File: config.mk
export PLATFORM = sky130hd
export DESIGN_NAME = apb_master
export DESIGN_NICKNAME = d
export VERILOG_FILES = /design/src/rtl/apb_pkg.sv /design/src/rtl/apb_addr_decoder.sv /design/src/rtl/apb_master.sv
export SDC_FILE = /design/constraint.sdc
export NUM_CORES = 1
export LEC_CHECK = 0
export ABC_AREA = 1
export ABC_CLOCK_PERIOD_IN_PS = 3500
export BUFFER_PORTS_ARGS = -buffer_cell sky130_fd_sc_hd__buf_4
export CAP_MARGIN = 20
export CELL_PAD_IN_SITES_DETAIL_PLACEMENT = 1
export CELL_PAD_IN_SITES_GLOBAL_PLACEMENT = 2
export CORE_UTILIZATION = 23
export CTS_CLUSTER_SIZE = 20
export DETAILED_ROUTE_END_ITERATION = 10
export GPL_ROUTABILITY_DRIVEN = 0
export PLACE_DENSITY_LB_ADDON = 0.1
export SLEW_MARGIN = 20
export SYNTH_ARGS = -nofsm -noshare
export SYNTH_HDL_FRONTEND = slang
export SYNTH_SLANG_ARGS = --single-unit
File: constraint.sdc
create_clock -name PCLK -period 3.5 [get_ports PCLK]
set_input_delay 0.525 -clock PCLK [delete_from_list [all_inputs] [get_ports PCLK]]
set_output_delay 0.525 -clock PCLK [all_outputs]
set_load 0.005 [all_outputs]
File: src/rtl/apb_pkg.sv
// apb_pkg
// Shared definitions for the APB master slice: the transfer FSM state type,
// the slave count, the address map of the slave region and the wait-state
// timeout limit.
package apb_pkg;

  // Transfer phases of the APB master
  typedef enum logic [1:0] {
    ST_IDLE   = 2'd0,
    ST_SETUP  = 2'd1,
    ST_ACCESS = 2'd2
  } apb_state_e;

  // Number of slaves behind the master and the width of a slave index
  localparam int SLAVE_COUNT = 4;
  localparam int SLAVE_IDX_W = $clog2(SLAVE_COUNT);

  // Slave region: SLAVE_COUNT consecutive 4 KiB windows starting at REGION_BASE
  localparam logic [31:0] REGION_BASE   = 32'h1000_0000;
  localparam int          REGION_STRIDE = 4096;
  localparam int          STRIDE_LOG2   = $clog2(REGION_STRIDE);
  localparam int          REGION_LSB    = STRIDE_LOG2 + SLAVE_IDX_W;

  // Wait counter width and the count at which an access is abandoned
  localparam int                WAIT_W        = 4;
  localparam logic [WAIT_W-1:0] TIMEOUT_LIMIT = 4'd15;

endpackage

File: src/rtl/apb_addr_decoder.sv
// apb_addr_decoder
// Combinational address decoder and read-return multiplexer.
// Ports:
//   addr       in   registered APB address
//   prdata     in   read data of every slave, indexed by slave number
//   pready     in   ready of every slave, indexed by slave number
//   sel        out  one-hot slave select (all zero on a miss)
//   miss       out  address lies outside the slave region
//   sel_prdata out  read data of the selected slave (zero on a miss)
//   sel_pready out  ready of the selected slave (zero on a miss)
module apb_addr_decoder
  import apb_pkg::*;
(
  input  logic [31:0]                  addr,
  input  logic [SLAVE_COUNT-1:0][31:0] prdata,
  input  logic [SLAVE_COUNT-1:0]       pready,
  output logic [SLAVE_COUNT-1:0]       sel,
  output logic                         miss,
  output logic [31:0]                  sel_prdata,
  output logic                         sel_pready
);

  logic                   hit;
  logic [SLAVE_IDX_W-1:0] idx;
  logic                   unused_offset;

  // The byte offset within a 4 KiB window plays no part in slave selection
  assign unused_offset = ^addr[STRIDE_LOG2-1:0];

  // The upper address bits must match the region base; the two bits just
  // above the window offset pick the slave. Unselected slaves never reach
  // the return path, so their PREADY/PRDATA cannot influence a transfer.
  always_comb begin
    hit        = (addr[31:REGION_LSB] == REGION_BASE[31:REGION_LSB]);
    idx        = addr[REGION_LSB-1:STRIDE_LOG2];
    sel        = '0;
    sel_prdata = '0;
    sel_pready = 1'b0;
    miss       = ~hit;
    if (hit) begin
      sel[idx]   = 1'b1;
      sel_prdata = prdata[idx];
      sel_pready = pready[idx];
    end
  end

endmodule

File: src/rtl/apb_master.sv
// apb_master
// Single-outstanding APB master bridging a simple CPU request strobe onto
// four APB slaves.
// Ports:
//   PCLK, PRESET            clock and synchronous active-high reset
//   transfer/write/addr/wdata  CPU request, accepted only in IDLE
//   ready/rdata/err         one-cycle completion pulse with read data and error
//   PADDR/PWDATA/PWRITE     APB address, write data and direction
//   PENABLE                 APB access phase
//   PSEL0..PSEL3            one-hot slave selects
//   PRDATA0..PRDATA3        slave read data
//   PREADY0..PREADY3        slave ready
module apb_master
  import apb_pkg::*;
(
  input  logic        PCLK,
  input  logic        PRESET,
  input  logic        transfer,
  input  logic        write,
  input  logic [31:0] addr,
  input  logic [31:0] wdata,
  output logic        ready,
  output logic [31:0] rdata,
  output logic        err,
  output logic [31:0] PADDR,
  output logic [31:0] PWDATA,
  output logic        PWRITE,
  output logic        PENABLE,
  output logic        PSEL0,
  output logic        PSEL1,
  output logic        PSEL2,
  output logic        PSEL3,
  input  logic [31:0] PRDATA0,
  input  logic [31:0] PRDATA1,
  input  logic [31:0] PRDATA2,
  input  logic [31:0] PRDATA3,
  input  logic        PREADY0,
  input  logic        PREADY1,
  input  logic        PREADY2,
  input  logic        PREADY3
);

  apb_state_e                   state;
  logic [WAIT_W-1:0]            wait_cnt;
  logic [SLAVE_COUNT-1:0][31:0] prdata_bus;
  logic [SLAVE_COUNT-1:0]       pready_bus;
  logic [SLAVE_COUNT-1:0]       sel;
  logic                         miss;
  logic [31:0]                  sel_prdata;
  logic                         sel_pready;
  logic                         psel_active;

  assign prdata_bus = {PRDATA3, PRDATA2, PRDATA1, PRDATA0};
  assign pready_bus = {PREADY3, PREADY2, PREADY1, PREADY0};

  // Decode always works on the registered PADDR, so selects are stable for
  // the whole of SETUP and ACCESS.
  apb_addr_decoder u_decoder (
    .addr       (PADDR),
    .prdata     (prdata_bus),
    .pready     (pready_bus),
    .sel        (sel),
    .miss       (miss),
    .sel_prdata (sel_prdata),
    .sel_pready (sel_pready)
  );

  // Selects are a pure function of two registers: the FSM state and the
  // latched address. Nothing is selected in IDLE or on a decode miss.
  assign psel_active = (state != ST_IDLE);
  assign PSEL0 = psel_active & sel[0];
  assign PSEL1 = psel_active & sel[1];
  assign PSEL2 = psel_active & sel[2];
  assign PSEL3 = psel_active & sel[3];

  // Transfer FSM. ready and err default low so every completion is a single
  // cycle pulse; the cycle after completion is IDLE, which lets a new request
  // be taken while ready is high. A selected PREADY on the same edge the wait
  // counter would time out wins, because the slave did answer in time.
  // rdata is only rewritten on completion and otherwise holds.
  always_ff @(posedge PCLK) begin
    if (PRESET) begin
      state    <= ST_IDLE;
      wait_cnt <= '0;
      ready    <= 1'b0;
      err      <= 1'b0;
      rdata    <= '0;
      PADDR    <= '0;
      PWDATA   <= '0;
      PWRITE   <= 1'b0;
      PENABLE  <= 1'b0;
    end else begin
      ready <= 1'b0;
      err   <= 1'b0;
      case (state)
        ST_IDLE: begin
          if (transfer) begin
            PADDR  <= addr;
            PWDATA <= wdata;
            PWRITE <= write;
            state  <= ST_SETUP;
          end
        end
        ST_SETUP: begin
          PENABLE  <= 1'b1;
          wait_cnt <= '0;
          state    <= ST_ACCESS;
        end
        ST_ACCESS: begin
          if (miss) begin
            ready   <= 1'b1;
            err     <= 1'b1;
            rdata   <= '0;
            PENABLE <= 1'b0;
            state   <= ST_IDLE;
          end else if (sel_pready) begin
            ready   <= 1'b1;
            err     <= 1'b0;
            rdata   <= PWRITE ? 32'h0 : sel_prdata;
            PENABLE <= 1'b0;
            state   <= ST_IDLE;
          end else if (wait_cnt == TIMEOUT_LIMIT - 4'd1) begin
            wait_cnt <= wait_cnt + 4'd1;
            ready    <= 1'b1;
            err      <= 1'b1;
            rdata    <= '0;
            PENABLE  <= 1'b0;
            state    <= ST_IDLE;
          end else begin
            wait_cnt <= wait_cnt + 4'd1;
          end
        end
        default: begin
          PENABLE <= 1'b0;
          state   <= ST_IDLE;
        end
      endcase
    end
  end

endmodule

==> run metrics, run 1 <==
status finished clean; actual slew at the worst max-slew pin 0.930 ns; clock latency on the worst-skew pair 0.36 ns; H-tree lvl count 3; Post-Syn Area 0.00534 mm2; largest net degree at the start of global routing 70; PD cells 388 mW/mm2; Yosys Warn Count 0; cts repair resizes 0; cts hold-fix bufs 0; share of the synthesized area in the top cell type 39.7%; Crit path largest cell delay 0.78 ns; final hold violation count 0; largest cells by area after synthesis dfxtp_1 40%, nor2_1 16%, nand2_1 16%, nand3_1 7.1%, a21oi_1 6.7%; Crit. End Element flip-flop; Setup Skew 0.0104 ns; routed wire length 22600 um; Top Family by Delay on Critical Path simple AND/OR/NAND/NOR gates; initial antenna violation count 0; row count 55; die area 0.0238 mm2; sequential area share after synthesis 39.7%; CTS sink count 106; Final Setup Violations 0; CTS tree done; Top Ports 304; ratio of cells with drive above 1 in the final layout 30.5%; min-delay src PRESET; die height 154 um; CTS Buf Count 9; overall routing resource usage 18.7%; VDD IR max 0.000192 V; setup_tns 0 ns; Mapped Avg Cell Area 6.21 um2; vias in the first global route 6392; Post-CTS Setup Inserts 0; Final Max Tran Viols 0; Antenna Nets Post-Route 0; Crit Reg-Reg Startpoint PADDR[12]$_SDFFE_PP0P_; # port buffers 303; Worst EP arrival 2.83 ns; drt wl/cell 16.0 um; Synth Flop Type dfxtp_1; syn nets 1062; Nets 1321; Slowest-stage cell, CP dfxtp_2; Worst-path clk slew 0.08 ns; Setup CP Type flip-flop to flip-flop; Post-synth EDFFs 0; unrepaired setup endpoints after global routing false; Overflow after GRT 0; synth unique cells 24; n_diodes 0; worst path cell trace inv_2 > nand3_1 > nand2_1 > nor2_4 > nand4_4 > nand3_1 > nand2_1 > nor2_1; Setup crit start PADDR[12]$_SDFFE_PP0P_; Via density 4.52; Slew Limit Headroom 37.9%; Starting Density 23.5%; final instance area 0.00808 mm2; Worst Setup Start Kind flip-flop; Die Width 154 um; routed via count 6362; Inst Count DP 1393; starting DRC count in detailed routing 247; synthesized flop and latch total 106; fmax 0.396 GHz; Root Driver clkbuf_16; min cycle time layout 2.53 ns; area grow syn2layout 51.1%; DP Area 0.00779 mm2; Synth area leader dfxtp_1; Min-Delay Path Class input port to flip-flop; P_leak 0.00393 uW; CP bufs+invs 1; clock buffer depth 2; Non-Filler Instances 1409; Post-synth ARST share 0%; DP HPWL 16800 um; Syn Inst Count 860; total of max-cap violations 0; global-route wire length before repair 34700 um; crit share post-route 72.2%; Max FO, Critical Path 65; Residual DRC 0; Core ar. 0.0227 mm2; DRT Pass-1 Iters 4; required time worst endpoint 3.80 ns
==> cells in the final DEF (no fill, tap or decap), types with 3 or more instances in the layout <==
master       n
nand2_1    220
nand3_1     76
a21oi_1     72
nor2_1     221
buf_4      314
clkbuf_16    9
o21ai_0     60
dfxtp_1    104
nand4_1      3
nor2_4       4
inv_2        4
inv_1        9
o21ai_1      6
nor3_1       4
==> cell type report <==
cell class / count / area (um2)
Fill cell: 2951 / 14600
Clock buffer: 10 / 229
Sequential cell: 106 / 2120
Inverter: 13 / 48.8
Tap cell: 285 / 357
Clock inverter: 6 / 60.1
Timing Repair Buffer: 314 / 2360
Multi-Input combinational cell: 675 / 2900
==> worst paths after layout <==
path	depth (start not counted)	slack (ns)	endpoint
setup / recovery	8	0.97	rdata[9]$_SDFFE_PP0P_
hold / removal	2	0.38	state[1]$_SDFFE_PP0P_
setup reg to reg	8	0.97	rdata[9]$_SDFFE_PP0P_
hold reg to reg	2	0.48	PADDR[27]$_SDFFE_PP0P_
==> where the power goes <==
group	internal, uW	switching, uW
clock network	501	513
registers	1290	68.4
logic	378	385
total	2170	966
==> synth_stat cells, types with 2 or more instances <==
master / count
ha_1: 2
nand4_1: 3
nor3_1: 4
dfxtp_1: 106
buf_4: 2
inv_1: 10
clkbuf_1: 41
nor2_4: 3
inv_2: 3
nand3_1: 76
a21oi_1: 72
buf_6: 2
o21ai_1: 6
buf_1: 4
buf_2: 17
nand2_1: 221
o21ai_0: 60
nor2_1: 222
==> worst reg2reg max path, stage by stage (launching register included) <==
cell and delay [ns]:
dfxtp_2 0.78, inv_2 0.07, nand3_1 0.09, nand2_1 0.08, nor2_4 0.21, nand4_4 0.71
nand3_1 0.36, nand2_1 0.08, nor2_1 0.10
==> through the flow <==
step           setup slack [ns]  hold WS, ns  utilization, %  total power (uW)
6_report                  0.974        0.381            35.6              3130
5_1_grt                   0.697        0.377            35.6              3340
4_1_cts                   0.929        0.369            35.6              3210
3_5_place_dp              0.935        0.472            34.3              2170
3_3_place_gp              0.981        0.462            34.3              2160
2_1_floorplan              1.88        0.461               -              1740
==> routing by layer <==
| layer | routed length [um] | track usage (%) | part of all wire (%) |
|---|---|---|---|
| met1 | 8950 | 20.3 | 40 |
| met4 | 352 | 5.19 | 1.6 |
| met2 | 11600 | 35.0 | 51 |
| met5 | 0 | 0 | 0 |
| met3 | 1700 | 5.58 | 7.5 |
==> sequential cells by signal, indices dropped and copies added, names as in the netlist <==
signal and cells:
state 2, err 1, rdata 32, PWDATA 32, ready 1, wait_cnt 4, PADDR 32, PENABLE 1
PWRITE 1
==> logic make-up (layout without fill, tap and decap cells) <==
| logic type | count (synthesis) | after routing | synth area share, % |
|---|---|---|---|
| compound gates | 139 | 139 | 13.1 |
| fa+ha+maj | 2 | 2 | 0.468 |
| buf+inv | 79 | 343 | 6.37 |
| xor+xnor | 2 | 2 | 0.328 |
| simple gates | 532 | 532 | 40.1 |
| flops | 106 | 106 | 39.7 |
No activity file was read; power rests on OpenSTA's default activity.
==> run 2: changes to the inputs <==
- ABC_AREA: 1 -> 0
- ABC_CLOCK_PERIOD_IN_PS: 3500 -> 2400
- CORE_UTILIZATION: 23 -> 24
- clock period: 3.5 -> 2.4 ns (I/O delays scaled with it)
==> run metrics, run 2 <==
Min-Delay Endpoint PADDR[13]$_SDFFE_PP0P_; Residual DRC 0 (unchanged); Top Ports 304 (unchanged); Final Setup Violations 4 (+4); initial antenna violation count 0 (unchanged); Min-Delay Path Class input port to flip-flop; Final Max Tran Viols 0 (unchanged); drt wl/cell 18.0 um (+12%); largest cells by area after synthesis dfxtp_1 40%, mux4_2 14%, nand2_1 9.6%, a21oi_1 6.2%, mux2i_1 6.1%; P_leak 0.00363 uW (-7.7%); DP Area 0.00782 mm2 (+0.40%); flop2flop setup slack 0.13 ns (-0.84 ns); PD cells 522 mW/mm2 (+35%); worst slack at placement 0.0670 ns (-0.868 ns); Overflow after GRT 0 (unchanged); Syn Inst Count 577 (-33%); syn nets 779 (-27%); final hold violation count 0 (unchanged); register area 0.00213 mm2 (+0.12%); CTS sink count 106 (unchanged); Post-Syn Area 0.00524 mm2 (-1.9%); Worst EP arrival 2.14 ns (-0.69 ns); clock latency on the worst-skew pair 0.35 ns (about the same); fmax 0.401 GHz; cts hold-fix bufs 0 (unchanged); status finished with violations; DP HPWL 14700 um (-12%); commonest non-fill, non-tap cell in the layout buf_4; Starting Density 24.7% (+1.2 points); final core occ 38.8% (+3.3 points); Via density 4.74 (+5.0%); Post-synth EDFFs 0 (unchanged); Core ar. 0.0212 mm2 (-6.6%); cell with the most instances after synthesis nand2_1; Max FO, Critical Path 4 (-94%); Yosys Warn Count 0 (unchanged); overall routing resource usage 17.3% (-1.4 points); Crit Reg-Reg Startpoint PADDR[30]$_SDFFE_PP0P_; Synth top cells by count 134 x nand2_1, 106 x dfxtp_1, 65 x a21oi_1; fillers 2497 (-15%); largest net degree at the start of global routing 51 (-27%); Worst-path clk slew 0.08 ns (about the same); CTS Buf Count 9 (unchanged); ratio of cells with drive above 1 in the final layout 44.8% (+14 points); Setup Skew 0.00923 ns (-0.00119 ns); Antenna Nets Post-Route 0 (unchanged); die height 150 um (-3.0%); min-delay src addr[13]; commonest non-fill, non-tap cells in the layout 316 x buf_4, 132 x nand2_1, 102 x dfxtp_1; Nets 1061 (-20%); Hold Path Depth 3 (+1); CTS tree done; synth unique cells 33 (+38%); total of max-cap violations 0 (unchanged); VDD IR max 0.000292 V (+52%); Hold Slack 0.247 ns (-0.134 ns); routed wire length 20500 um (-9.1%); unrepaired setup endpoints after global routing true; n_diodes 0 (unchanged); Worst Setup Start Kind flip-flop; failing checks negative setup slack; Register-to-Register Path Depth 7 (-1); final instance area 0.00824 mm2 (+2.0%); Die Width 150 um (-3.0%); routed via count 5400 (-15%); Root Driver clkbuf_16; die area 0.0224 mm2 (-6.0%); required time worst endpoint 2.04 ns (-1.76 ns); crit share post-route 104%; clock buffer depth 2 (unchanged); Setup CP Type flip-flop to output pin; area grow syn2layout 57.2%; Crit. End Element output pin; Setup WS post-layout -0.0966 ns (-1.07 ns); vias in the first global route 5587 (-13%); actual slew at the worst max-slew pin 0.828 ns (-0.103 ns); Regs by FF count PADDR x32, PWDATA x32, rdata x32; sequential area share after synthesis 40.5% (+0.79 points); reg2reg end rdata[17]$_SDFFE_PP0P_; share of the synthesized area in the top cell type 40.5% (+0.79 points); row count 53 (-3.6%); # port buffers 303 (unchanged); starting DRC count in detailed routing 123 (-50%); Synth area leader dfxtp_1; DRT Pass-1 Iters 6 (+2); area of the multi-input gates 0.00289 mm2 (-0.52%); H-tree lvl count 3 (unchanged); Post-synth ARST share 0% (unchanged); Synth Flop Type dfxtp_1; Slew Limit Headroom 44.6% (+6.8 points); Mapped Avg Cell Area 9.08 um2 (+46%); global-route wire length before repair 29800 um (-14%); synthesized flop and latch total 106 (unchanged); min cycle time layout 2.50 ns
-- run 2: cell types whose count changed after synthesis, sizes merged, moves of 34 or more --
cell and delta:
nor2 -216, nor2b +34, o21ai -62, nand3 -76, nand2 -88, nand2b +35
-- run 2: how the worst max path moves through the flow --
stage,slack (ns),startpoint,cells past startpoint,end
floorplan,0.29,PADDR[14]$_SDFFE_PP0P_,4,PSEL1
global route,-0.21,PADDR[30]$_SDFFE_PP0P_,5,PSEL3
detailed placement,0.07,PADDR[14]$_SDFFE_PP0P_,5,PSEL1
finish,-0.1,PADDR[30]$_SDFFE_PP0P_,5,PSEL3
global placement,0.15,PADDR[14]$_SDFFE_PP0P_,5,PSEL1
CTS,-0.1,PADDR[30]$_SDFFE_PP0P_,5,PSEL3
-- run 2: cells by family (layout without fill, tap and decap cells) --
kind of cell    after synthesis  in the layout  share of synthesized area, %
mux                          65             65                          20.3
fa+ha+maj                     2              2                         0.477
simple gates                263            263                          25.2
compound gates               82             82                          8.57
buf+inv                      59            346                          4.99
flops                       106            106                          40.5
-- run 2: report_power, final --
part | internal [uW] | switching, uW
sequential | 1830 | 48.6
clock | 712 | 713
combinational | 558 | 437
total | 3100 | 1200
-- run 2: layout make-up --
type	instances	share of cell area, %
clock buffer	11	2.83
timing repair buffer	326	31.5
inverter	4	0.182
sequential	106	25.8
clock inverter	5	0.486
tap	275	4.18
multi-input combinational	412	35.0
-- run 2: metrics by stage --
step | total power (uW) | setup TNS, ns | std cells
2_1_floorplan | 2350 | 0 | 577
3_3_place_gp | 2840 | 0 | 1116
3_5_place_dp | 2870 | 0 | 1116
4_1_cts | 4330 | -0.282 | 1135
5_1_grt | 4530 | -0.780 | 1139
6_report | 4300 | -0.280 | 1139
-- run 2: metal layers --
| layer | vias to the layer above | GRT usage [%] | wire length (um) |
|---|---|---|---|
| li1 | 2579 | - | - |
| met1 | 2609 | 19.0 | 8060 |
| met2 | 195 | 31.6 | 10400 |
| met3 | 17 | 4.76 | 1750 |
| met4 | 0 | 5.91 | 328 |
| met5 | - | 0 | 0 |
-- run 2: timing repair --
action | CTS | global route
cloned | 0 | 4
pin swaps | 4 | 1
gates resized for setup | 5 | 1
setup buffers | 3 | 1
setup endpoints to repair | 4 | 31
-- run 2: critical path, cell delays in order (launching register included) --
cell and delay (ns):
dfxtp_2 0.32, or4_4 0.55, nor4_4 0.30, nand2_2 0.14, nor4bb_1 0.31, buf_4 0.17
==> run 3: changes to the inputs <==
- SKIP_CTS_REPAIR_TIMING: not set -> 1
==> run metrics, run 3 (same netlist as run 2, synthesis figures left out) <==
status finished with violations; failing checks negative setup slack; actual slew at the worst max-slew pin 0.615 ns (-0.213 ns); largest net degree at the start of global routing 51 (unchanged); Max FO, Critical Path 4 (unchanged); commonest non-fill, non-tap cells in the layout 314 x buf_4, 132 x nand2_1, 103 x dfxtp_1; required time worst endpoint 2.04 ns (about the same); CTS sink count 106 (unchanged); Register-to-Register Path Depth 6 (-1); crit share post-route 108% (+4.4 points); die area 0.0224 mm2 (unchanged); clock latency on the worst-skew pair 0.35 ns (about the same); Regs by FF count PADDR x32, PWDATA x32, rdata x32; VDD IR max 0.000287 V (-1.7%); Slew Limit Headroom 59.0% (+14 points); min-delay src addr[15]; CP bufs+invs 1 (unchanged); area of the multi-input gates 0.00291 mm2 (+0.74%); Hold Slack 0.248 ns (+0.00123 ns); CTS tree done; Die Width 150 um (unchanged); drt wl/cell 17.6 um (-2.6%); Setup WS post-layout -0.202 ns (-0.105 ns); commonest non-fill, non-tap cell in the layout buf_4; Final Setup Violations 4 (unchanged); vias in the first global route 5578 (-0.16%); Min-Delay Endpoint PADDR[15]$_SDFFE_PP0P_; reg2reg end rdata[20]$_SDFFE_PP0P_; ratio of cells with drive above 1 in the final layout 44.8% (about the same); Via density 4.73 (-0.29%); clock buffer depth 2 (unchanged); final hold violation count 0 (unchanged); Slowest-stage cell, CP or4_4; PD cells 521 mW/mm2 (-0.14%); Antenna Nets Post-Route 0 (unchanged); Worst EP arrival 2.24 ns (+0.10 ns); Top Ports 304 (unchanged); Core ar. 0.0212 mm2 (unchanged); Crit path largest cell delay 0.54 ns (about the same); DRT Pass-1 Iters 6 (unchanged); Crit. End Element output pin; flop2flop setup slack 0.14 ns (about the same); P_leak 0.00357 uW (-1.6%); total of max-cap violations 0 (unchanged); Residual DRC 0 (unchanged); starting DRC count in detailed routing 119 (-3.3%); Setup CP Type flip-flop to output pin; Setup Skew 0.00915 ns (-0.0000853 ns); register area 0.00213 mm2 (about the same); row count 53 (unchanged); unrepaired setup endpoints after global routing true; # port buffers 303 (unchanged); Worst-path clk slew 0.08 ns (about the same); Worst Setup Start Kind flip-flop; Overflow after GRT 0 (unchanged); routed wire length 19900 um (-3.1%); global-route wire length before repair 29600 um (-0.55%); die height 150 um (unchanged); H-tree lvl count 3 (unchanged); worst path cell trace or4_4 > nor4_4 > nand2_2 > nor4bb_2 > buf_4; initial antenna violation count 0 (unchanged); Top Family by Delay on Critical Path simple AND/OR/NAND/NOR gates; Nets 1055 (-0.57%); DP HPWL 14700 um (unchanged); CTS Buf Count 9 (unchanged); area grow syn2layout 55.4%; routed via count 5356 (-0.81%); min cycle time layout 2.60 ns (+0.105 ns); Min-Delay Path Class input port to flip-flop; n_diodes 0 (unchanged); fmax 0.384 GHz (-4.0%); Starting Density 24.7% (unchanged); fillers 2509 (+0.48%); Final Max Tran Viols 0 (unchanged); Hold Path Depth 3 (unchanged); overall routing resource usage 17.1% (-0.13 points); Root Driver clkbuf_16; Crit Reg-Reg Startpoint PADDR[19]$_SDFFE_PP0P_; Pwr Total 4240 uW (-1.3%)
## run 3: per-stage QoR
| step | cells | setup TNS, ns | utilization [%] | worst slack [ns] | area (um2) |
|---|---|---|---|---|---|
| final | 1133 | -0.471 | 38.4 | -0.202 | 8140 |
| after global routing | 1133 | -0.929 | 38.4 | -0.305 | 8140 |
| after CTS | 1132 | -1.05 | 38.1 | -0.332 | 8090 |
| after detailed placement | 1116 | 0 | 36.8 | 0.0670 | 7820 |
| after global placement | 1116 | 0 | 36.8 | 0.154 | 7820 |
| after floorplan | 577 | 0 | - | 0.292 | 5240 |
## run 3: routing by layer
| layer | global-route usage (%) | share of wire [%] | vias up |
|---|---|---|---|
| li1 | - | - | 2564 |
| met1 | 18.7 | 39 | 2578 |
| met2 | 31.4 | 50 | 197 |
| met3 | 4.88 | 8.9 | 17 |
| met4 | 6.01 | 1.6 | 0 |
| met5 | 0 | 0 | - |
## run 3: worst register-to-register path, delay by kind of cell (launching register included)
kind	cells	cell delay, ns
mux	1	0.24
buf+inv	2	0.49
flops	1	0.32
simple gates	2	0.89
compound gates	1	0.24
## run 3: report_power, final
group          switching (uW)  internal, uW
Combinational             419           523
Clock                     711           712
Sequential               48.6          1830
## run 3: worst max-delay path by stage
stage / startpoint / to / slack, ns / cells after the start
floorplan: PADDR[14]$_SDFFE_PP0P_ / PSEL1 / 0.29 / 4
global placement: PADDR[14]$_SDFFE_PP0P_ / PSEL1 / 0.15 / 5
detailed placement: PADDR[14]$_SDFFE_PP0P_ / PSEL1 / 0.07 / 5
CTS: PADDR[14]$_SDFFE_PP0P_ / PSEL1 / -0.33 / 5
global route: PADDR[20]$_SDFFE_PP0P_ / PSEL3 / -0.31 / 5
finish: PADDR[19]$_SDFFE_PP0P_ / PSEL3 / -0.20 / 5
## run 3: final cells by class
class,instances,share of cell area [%]
clock buffer,11,2.86
inverter,4,0.184
clock inverter,5,0.492
sequential,106,26.1
tap,275,4.23
timing repair buffer,320,30.4
multi-input combinational,412,35.7
